$ cat config.mk
export PLATFORM = sky130hd
export DESIGN_NAME = apb_sram_ctrl_flat
export DESIGN_NICKNAME = d
export VERILOG_FILES = /design/src/rtl/apb_sram_ctrl_if.sv /design/src/rtl/apb_sram_ctrl.sv /design/src/flat_wrapper.sv
export SDC_FILE = /design/constraint.sdc
export NUM_CORES = 1
export LEC_CHECK = 0
export ABC_AREA = 1
export BUFFER_PORTS_ARGS = -buffer_cell sky130_fd_sc_hd__buf_2
export CORE_MARGIN = 5
export CORE_UTILIZATION = 35
export CTS_CLUSTER_SIZE = 12
export DETAILED_ROUTE_END_ITERATION = 8
export HOLD_SLACK_MARGIN = 0.06
export PLACE_DENSITY = 0.77
export SLEW_MARGIN = 20
export SYNTH_ARGS = -nofsm -noshare
export SYNTH_HDL_FRONTEND = slang
export SYNTH_SLANG_ARGS = --single-unit
$ cat constraint.sdc
create_clock -name clk -period 1.32 [get_ports clk]
set_input_delay 0.264 -clock clk [delete_from_list [all_inputs] [get_ports clk]]
set_output_delay 0.264 -clock clk [all_outputs]
set_load 0.1 [all_outputs]
$ cat src/rtl/apb_sram_ctrl_if.sv
`default_nettype none
// ============================================================================
// apb_sram_ctrl_if : APB3/APB4 bus bundle between an APB master and the
//                    apb_sram_ctrl slave.   Rev 1.0
// ============================================================================
interface apb_sram_ctrl_if #(
  parameter int WIDTH = 32
) ();
  logic                 psel;
  logic                 penable;
  logic                 pwrite;
  logic [31:0]          paddr;
  logic [WIDTH-1:0]     pwdata;
  logic [WIDTH/8-1:0]   pstrb;
  logic [WIDTH-1:0]     prdata;
  logic                 pready;
  logic                 pslverr;

  modport master (
    output psel, penable, pwrite, paddr, pwdata, pstrb,
    input  prdata, pready, pslverr
  );

  modport slave (
    input  psel, penable, pwrite, paddr, pwdata, pstrb,
    output prdata, pready, pslverr
  );
endinterface
`default_nettype wire

$ cat src/rtl/apb_sram_ctrl.sv
`default_nettype none
// ============================================================================
// apb_sram_ctrl : APB slave mapping each transfer onto one single-port SRAM
//                 word access; bad addresses/strobes complete with pslverr.
// Rev 1.0
// ============================================================================
module apb_sram_ctrl #(
  parameter int DEPTH     = 8,
  parameter int WIDTH     = 32,
  parameter int DEPTH_LOG = $clog2(DEPTH)
) (
  input  logic                 clk,
  input  logic                 rst,
  apb_sram_ctrl_if.slave       apb,
  output logic                 cs,
  output logic                 we,
  output logic [DEPTH_LOG-1:0] ad,
  output logic [WIDTH-1:0]     din,
  input  logic [WIDTH-1:0]     dout
);

  typedef enum logic [2:0] {
    IDLE     = 3'd0,
    WR       = 3'd1,
    RD_ISSUE = 3'd2,
    RD_DONE  = 3'd3,
    ERR      = 3'd4
  } state_t;

  state_t               state_q, state_d;
  logic                 cs_q, cs_d;
  logic                 we_q, we_d;
  logic                 pready_q, pready_d;
  logic                 pslverr_q, pslverr_d;
  logic [DEPTH_LOG-1:0] ad_q, ad_d;
  logic [WIDTH-1:0]     din_q, din_d;

  logic setup;
  logic decode_err;

  assign setup      = apb.psel && !apb.penable;
  assign decode_err = (apb.paddr[1:0] != 2'b00)
                   || (apb.paddr[31:DEPTH_LOG+2] != '0)
                   || (apb.pwrite && (apb.pstrb != '1));

  always_comb begin
    state_d = state_q;
    ad_d    = ad_q;
    din_d   = din_q;
    case (state_q)
      IDLE: begin
        if (setup) begin
          if (decode_err) begin
            state_d = ERR;
          end else begin
            ad_d    = apb.paddr[DEPTH_LOG+1:2];
            din_d   = apb.pwdata;
            state_d = apb.pwrite ? WR : RD_ISSUE;
          end
        end
      end
      WR:       state_d = IDLE;
      // A master abandoning the read gets no completion.
      RD_ISSUE: state_d = apb.psel ? RD_DONE : IDLE;
      RD_DONE:  state_d = IDLE;
      ERR:      state_d = IDLE;
      default:  state_d = IDLE;
    endcase

    // Outputs are registered, so they are derived from the state being entered.
    cs_d      = (state_d == WR) || (state_d == RD_ISSUE);
    we_d      = (state_d == WR);
    pready_d  = (state_d == WR) || (state_d == RD_DONE) || (state_d == ERR);
    pslverr_d = (state_d == ERR);
  end

  always_ff @(posedge clk or posedge rst) begin
    if (rst) begin
      state_q   <= IDLE;
      cs_q      <= 1'b0;
      we_q      <= 1'b0;
      pready_q  <= 1'b0;
      pslverr_q <= 1'b0;
      ad_q      <= '0;
      din_q     <= '0;
    end else begin
      state_q   <= state_d;
      cs_q      <= cs_d;
      we_q      <= we_d;
      pready_q  <= pready_d;
      pslverr_q <= pslverr_d;
      ad_q      <= ad_d;
      din_q     <= din_d;
    end
  end

  assign cs          = cs_q;
  assign we          = we_q;
  assign ad          = ad_q;
  assign din         = din_q;
  assign apb.pready  = pready_q;
  assign apb.pslverr = pslverr_q;
  assign apb.prdata  = (state_q == RD_DONE) ? dout : '0;

endmodule
`default_nettype wire

$ cat src/flat_wrapper.sv
// flat-port wrapper written by rule: the top's interface ports become plain ports
module apb_sram_ctrl_flat 
#(
  parameter int DEPTH     = 8,
  parameter int WIDTH     = 32,
  parameter int DEPTH_LOG = $clog2(DEPTH)
)
  (clk, rst, cs, we, ad, din, dout, apb_psel, apb_penable, apb_pwrite, apb_paddr, apb_pwdata, apb_pstrb, apb_prdata, apb_pready, apb_pslverr);
  apb_sram_ctrl_if #(.WIDTH(WIDTH)) apb_i ();
  input  logic clk;
  input  logic rst;
  output logic cs;
  output logic we;
  output logic [DEPTH_LOG-1:0] ad;
  output logic [WIDTH-1:0] din;
  input  logic [WIDTH-1:0] dout;
  input wire logic [$bits(apb_i.psel)-1:0] apb_psel;
  input wire logic [$bits(apb_i.penable)-1:0] apb_penable;
  input wire logic [$bits(apb_i.pwrite)-1:0] apb_pwrite;
  input wire logic [$bits(apb_i.paddr)-1:0] apb_paddr;
  input wire logic [$bits(apb_i.pwdata)-1:0] apb_pwdata;
  input wire logic [$bits(apb_i.pstrb)-1:0] apb_pstrb;
  output wire logic [$bits(apb_i.prdata)-1:0] apb_prdata;
  output wire logic [$bits(apb_i.pready)-1:0] apb_pready;
  output wire logic [$bits(apb_i.pslverr)-1:0] apb_pslverr;
  assign apb_i.psel = apb_psel;
  assign apb_i.penable = apb_penable;
  assign apb_i.pwrite = apb_pwrite;
  assign apb_i.paddr = apb_paddr;
  assign apb_i.pwdata = apb_pwdata;
  assign apb_i.pstrb = apb_pstrb;
  assign apb_prdata = apb_i.prdata;
  assign apb_pready = apb_i.pready;
  assign apb_pslverr = apb_i.pslverr;
  apb_sram_ctrl #(.DEPTH(DEPTH), .WIDTH(WIDTH), .DEPTH_LOG(DEPTH_LOG)) u_core (.clk(clk), .rst(rst), .apb(apb_i), .cs(cs), .we(we), .ad(ad), .din(din), .dout(dout));
endmodule
==> impl_metrics.env, run 1 <==
export IMPL_r2r_end="u_core.din[19]$_DFFE_PP0P_"
export IMPL_drv_slew=0
export IMPL_worst_pin_slew_ns=0.302
export IMPL_gr_total_overflow=0
export IMPL_wire_per_inst_um=16.7
export IMPL_pwr_density_cell_mw_per_mm2=531
export IMPL_synth_simple_area_share_pct=37.7
export IMPL_syn_avg_cell_area_um2=7.54
export IMPL_synthMuxAreaShare_pct=0
export IMPL_grt_use_total_pct=23.5
export IMPL_syn_nets=388
export IMPL_postRouteAntennaNets=0
export IMPL_hold_viol=0
export IMPL_required_ns=1.06
export IMPL_grt_pass1_wl_mm=14.0
export IMPL_synthTopCellsByCount="nand2_1 (87), nor2_1 (51), dfrtp_1 (42), inv_1 (41), nand4_1 (37)"
export IMPL_crit_start="u_core.state_q[1]$_DFF_PP0_"
export IMPL_violations="negative setup slack"
export IMPL_hpwl_mm=6.58
export IMPL_slew_headroom_pct=80.0
export IMPL_grt_use_met1_pct=24.7
export IMPL_synthArstFlopShare_pct=100
export IMPL_grt_use_met2_pct=44.0
export IMPL_viasPerCell=4.84
export IMPL_clockBufferDepth=2
export IMPL_finalPower_mw=2.62
export IMPL_p_sw_share_pct=26.3
export IMPL_outcome="complete, but fails checks"
export IMPL_clk_latency_ns=0.30
export IMPL_synth_area_top_cells="dfrtp_1 (49%), nand2_1 (15%), nand4_1 (11%), nor2_1 (9.0%), inv_1 (7.2%)"
export IMPL_synthDistinctLibCells=14
export IMPL_synth_seq_cells=42
export IMPL_worstPathMaxFanout=8
export IMPL_rsz0062_at_grt="true"
export IMPL_cts_sinks=42
export IMPL_numCtsBuffers=5
export IMPL_post_route_min_period_ns=1.75
export IMPL_ff2ff_path_depth=8
export IMPL_combPwrFrac_pct=16.4
export IMPL_yosysTopAreaCell="dfrtp_1"
export IMPL_n_antenna_cell=0
export IMPL_finalWirelength_mm=9.20
export IMPL_drtIter0Drc=108
export IMPL_vias=2670
export IMPL_cts_tree="built"
export IMPL_synth_ff_type="dfrtp_1"
export IMPL_final_util_pct=83.3
export IMPL_p_clk_share_pct=34.2
export IMPL_grt_pass1_vias=2882
export IMPL_switching_power_mw=0.689
export IMPL_nNetsFinal=581
export IMPL_cp_arrival_ns=1.49
export IMPL_antenna_found_initial=0
export IMPL_gp_congestion=0.776
export IMPL_synthCells=283
export IMPL_synth_compound_area_share_pct=0
export IMPL_crit_path_end_kind="output pin"
export IMPL_route_detailed_drc=0
export IMPL_rows=28
export IMPL_hold_path_class="in2reg"
export IMPL_synth_top_family_by_area="simple AND/OR/NAND/NOR gates"
export IMPL_whs_endpoint="u_core.din[7]$_DFFE_PP0P_"
export IMPL_drv_cap=0
export IMPL_die_x_um=88.1
export IMPL_setup_slack_ns=-0.433
export IMPL_clock_fmax_mhz=571
export IMPL_synthToLayoutAreaGrowth_pct=131
export IMPL_synth_edf_count=0
export IMPL_synth_xor_area_share_pct=0
export IMPL_h_tree_depth=2
export IMPL_grt_busiest_layer="met2"
export IMPL_start_util_pct=36.1
export IMPL_ir_worst_vdd_mv=0.640
export IMPL_grt_max_degree=43
export IMPL_fp_dieH_um=88.1
export IMPL_start_kind="flip-flop"
export IMPL_power_internal_mw=1.93
export IMPL_syn_cell_area_mm2=0.00213
export IMPL_finalSetupViolCount=74
export IMPL_ioPinCount=176
export IMPL_drive_above_1_share_pct=59.1
export IMPL_holdPathStages=3
export IMPL_yosysMostFrequentCell="nand2_1"
export IMPL_io_buffers=175
export IMPL_synth_top_cell_area_share_pct=49.2
export IMPL_drt_pass1_iter_count=4
export IMPL_skew_ns=0.0116
export IMPL_post_place_ws_ns=-0.167
export IMPL_path_class="reg2out"
export IMPL_leakage_nw=2.55
export IMPL_core_area_mm2=0.00592
export IMPL_die_area_mm2=0.00776
export IMPL_min_from="apb_pwdata[7]"
export IMPL_met3_usage_pct=7.81
export IMPL_cts_root_buf="clkbuf_8"
export IMPL_yosys_warnings=0
export IMPL_r2r_start="u_core.state_q[0]$_DFF_PP0_"
export IMPL_regToRegSetupSlack_ns=-0.22
export IMPL_power_share_sequential_pct=49.4
export IMPL_synth_seq_area_share_pct=49.2
export IMPL_path_clk_slew_ns=0.09
export IMPL_period_share_pct=133
export IMPL_synth_fa_ha_area_share_pct=0
[area by class of cell]
type	count	area (µm²)
Timing Repair Buffer	204	2380
Clock buffer	7	86.3
Sequential cell	42	1050
Fill cell	307	986
Tap cell	75	93.8
Inverter	41	154
Clock inverter	1	8.76
Multi-Input combinational cell	182	1160
[metrics by stage]
stage | hold slack, ns | std cells | instance area (µm²) | setup TNS [ns]
final | 0.215 | 552 | 4930 | -19.57
after global routing | 0.216 | 552 | 4930 | -25.09
after CTS | 0.214 | 549 | 4850 | -16.90
after detailed placement | 0.341 | 531 | 4460 | -7.65
after global placement | 0.332 | 531 | 4460 | -6.54
after floorplan | 0.419 | 283 | 2440 | -8.60
[placed cells by master, fill, tap and decap left out, types with 2 or more instances in the layout]
master,instances
buf_2,104
buf_12,75
nand2_1,52
dfrtp_1,42
inv_1,40
nand4_1,37
nor2_4,34
nand2_2,32
nor2_1,18
buf_6,8
clkbuf_8,6
buf_4,6
nand2_4,3
nand3_1,3
buf_16,3
buf_8,3
clkbuf_16,2
[how the worst max path moves through the flow]
stage                                      to  slack (ns)
finish                          apb_prdata[5]       -0.43
global route                    apb_prdata[5]       -0.50
CTS                            apb_prdata[10]       -0.40
detailed placement  u_core.din[6]$_DFFE_PP0P_       -0.17
global placement    u_core.din[4]$_DFFE_PP0P_       -0.13
floorplan                      apb_prdata[10]       -0.30
[power groups by stage]
stage                     Sequential [mW]  Clock (mW)  Combinational (mW)
final                                1.29       0.897               0.429
after global routing                 1.30       0.979               0.467
after CTS                            1.29       0.904               0.424
after detailed placement             1.32           0               0.367
after global placement               1.32           0               0.352
after floorplan                      1.34           0               0.127
[critical path, cell delays in order (launching register included)]
cell and delay (ns):
dfrtp_1 0.39, inv_2 0.06, nor2_4 0.12, nand2_4 0.11, clkbuf_16 0.21, nor2_4 0.12, buf_12 0.18
[registers in the layout, indices dropped and copies added, names as in the netlist]
register,cells
u_core.ad,3
u_core.apb.pready,1
u_core.apb.pslverr,1
u_core.cs,1
u_core.din,32
u_core.state_q,3
u_core.we,1
[cells by family after synthesis]
| kind of cell | Yosys count |
|---|---|
| buffers and inverters | 59 |
| DFF | 42 |
| and+or+nand+nor | 182 |
[metal layers]
metal	share of wire [%]	up-vias	wire, µm
met1	33	1233	3030
met5	0	-	0
met2	54	158	5010
met4	1.9	0	178
met3	11	18	973
li1	-	1261	-
[repair_timing]
action / 4_1_cts / 5_1_grt
pin swaps: 10 / 6
setup buffers: 3 / 1
resized for setup: 51 / 8
gates cloned: 6 / 2
setup endpoints to repair: 70 / 75
endpoints found under the hold margin: 42 / 0
hold buffers: 1 / 0
No activity file was read; power rests on OpenSTA's default activity.
==> inputs of run 2 (changes only) <==
--- a/config.mk
+++ b/config.mk
@@ -13,6 +13,7 @@
 export DETAILED_ROUTE_END_ITERATION = 8
 export HOLD_SLACK_MARGIN = 0.06
 export PLACE_DENSITY = 0.77
+export SETUP_SLACK_MARGIN = 0.1
 export SLEW_MARGIN = 20
 export SYNTH_ARGS = -nofsm -noshare
 export SYNTH_HDL_FRONTEND = slang
==> run 2 against run 1 <==
Against the previous run:
- the run still ends with negative setup slack left
- wire length is 1.8% higher
- core utilization is 2.9 points higher
- critical endpoint is now apb_prdata[31]
- worst setup slack better by 0.016 ns
==> impl_metrics.env, run 2 (same netlist as run 1, synthesis figures left out) <==
export IMPL_grt_max_degree=26
export IMPL_layout_commonest_cell="buf_2"
export IMPL_gr_total_overflow=0
export IMPL_hold_viol=0
export IMPL_core_area_mm2=0.00592
export IMPL_die_area_mm2=0.00776
export IMPL_clk_latency_ns=0.31
export IMPL_clock_fmax_mhz=576
export IMPL_fillers=283
export IMPL_layout_common_cells="buf_2 (104), buf_12 (77), nand2_1 (54), dfrtp_1 (39), nand4_1 (37)"
export IMPL_cts_sinks=42
export IMPL_p_clk_share_pct=41.9
export IMPL_setup_slack_ns=-0.416
export IMPL_synthToLayoutAreaGrowth_pct=139
export IMPL_cts_root_buf="clkbuf_8"
export IMPL_grt_use_total_pct=23.5
export IMPL_drv_cap=0
export IMPL_n_antenna_cell=0
export IMPL_multi_input_area_mm2=0.00117
export IMPL_power_share_sequential_pct=43.8
export IMPL_violations="negative setup slack"
export IMPL_path_class="reg2out"
export IMPL_finalPower_mw=2.96
export IMPL_pwr_density_cell_mw_per_mm2=579
export IMPL_switching_power_mw=0.708
export IMPL_io_buffers=175
export IMPL_gp_congestion=0.830
export IMPL_slew_headroom_pct=71.0
export IMPL_grt_pass1_vias=2781
export IMPL_drive_above_1_share_pct=61.6
export IMPL_seqCellArea_mm2=0.00105
export IMPL_drtIter0Drc=140
export IMPL_start_util_pct=36.1
export IMPL_worstPathMaxFanout=11
export IMPL_postRouteAntennaNets=0
export IMPL_antenna_found_initial=0
export IMPL_crit_path_end_kind="output pin"
export IMPL_required_ns=1.06
export IMPL_cp_arrival_ns=1.47
export IMPL_hold_path_class="in2reg"
export IMPL_power_internal_mw=2.25
export IMPL_path_clk_slew_ns=0.09
export IMPL_largest_reg_flops=32
export IMPL_timing_hold_ws_ns=0.206
export IMPL_finalWirelength_mm=9.36
export IMPL_finalSetupViolCount=73
export IMPL_post_route_min_period_ns=1.74
export IMPL_holdPathStages=3
export IMPL_rows=28
export IMPL_combPwrFrac_pct=14.3
export IMPL_leakage_nw=2.62
export IMPL_cts_tree="built"
export IMPL_tns_ns=-19.48
export IMPL_route_detailed_drc=0
export IMPL_worst_pin_slew_ns=0.434
export IMPL_drv_slew=0
export IMPL_wire_per_inst_um=16.6
export IMPL_outcome="complete, but fails checks"
export IMPL_fp_dieH_um=88.1
export IMPL_rsz0062_at_grt="true"
export IMPL_ioPinCount=176
export IMPL_start_kind="flip-flop"
export IMPL_clockBufferDepth=2
export IMPL_numCtsBuffers=5
export IMPL_viasPerCell=4.85
export IMPL_period_share_pct=132
export IMPL_die_x_um=88.1
export IMPL_h_tree_depth=2
export IMPL_drt_pass1_iter_count=4
export IMPL_hpwl_mm=6.47
export IMPL_ir_worst_vdd_mv=0.902
export IMPL_skew_ns=0.0118
export IMPL_nNetsFinal=593
export IMPL_p_sw_share_pct=24.0
export IMPL_vias=2733
export IMPL_grt_pass1_wl_mm=13.8
export IMPL_ff2ff_path_depth=8
## run 2: cell count changes in the layout (fill, tap and decap cells not counted), moves of 3 or more
cell / delta
buf_16: +3
buf_4: +14
dfrtp_1: -3
dfrtp_2: +3
inv_1: -4
inv_2: +3
nand2_2: -4
## run 2: area by class of cell
cell class	count	share of cell area, %
Clock inverter	3	1.35
Multi-Input combinational cell	182	22.8
Sequential cell	42	20.7
Clock buffer	5	1.35
Timing Repair Buffer	216	48.9
Tap cell	75	1.84
Inverter	41	3.09
## run 2: final timing paths
check / from / to / slack, ns
setup / recovery: u_core.state_q[1]$_DFF_PP0_ / apb_prdata[31] / -0.42
max in group asynchronous: rst / u_core.ad[1]$_DFFE_PP0P_ / 0.33
min in group asynchronous: rst / u_core.din[31]$_DFFE_PP0P_ / 0.52
hold reg to reg: u_core.din[17]$_DFFE_PP0P_ / u_core.din[17]$_DFFE_PP0P_ / 0.54
hold / removal: apb_pwdata[5] / u_core.din[5]$_DFFE_PP0P_ / 0.21
setup reg to reg: u_core.state_q[0]$_DFF_PP0_ / u_core.din[0]$_DFFE_PP0P_ / -0.22
## run 2: critical path, cell delays in order (launching register included)
cell and delay (ns):
dfrtp_1 0.38, inv_2 0.05, nor2_2 0.12, nand2_4 0.11
clkbuf_16 0.21, nor2_4 0.12, buf_12 0.18
## run 2: timing repair
item                                    4_1_cts  5_1_grt
cloned                                        5        1
endpoints found under the setup margin       71       92
resized for setup                            60        5
endpoints found under the hold margin        17        0
pin swaps                                     5        0
setup buffers                                 7       15
hold buffers                                  1        0
## run 2: power by group through the flow
stage | combinational, mW | sequential (mW) | clock (mW)
floorplan | 0.131 | 1.34 | 0
global placement | 0.346 | 1.32 | 0
detailed placement | 0.359 | 1.32 | 0
CTS | 0.417 | 1.29 | 1.25
global route | 0.457 | 1.30 | 1.33
finish | 0.422 | 1.29 | 1.24
## run 2: per-layer routing
layer | vias up | global-route usage, % | share of wire [%]
li1 | 1286 | - | -
met1 | 1304 | 24.5 | 35
met2 | 128 | 43.3 | 54
met3 | 15 | 9.50 | 10
met4 | 0 | 6.46 | 1.8
met5 | - | 0 | 0
## run 2: per-stage QoR
stage / cell area, µm² / std cells / setup WS (ns) / util [%]
6_report: 5100 / 564 / -0.416 / 86.2
5_1_grt: 5100 / 564 / -0.495 / 86.2
4_1_cts: 4950 / 548 / -0.408 / 83.7
3_5_place_dp: 4440 / 527 / -0.213 / 75.0
3_3_place_gp: 4440 / 527 / -0.115 / 75.0
2_1_floorplan: 2450 / 283 / -0.302 / -
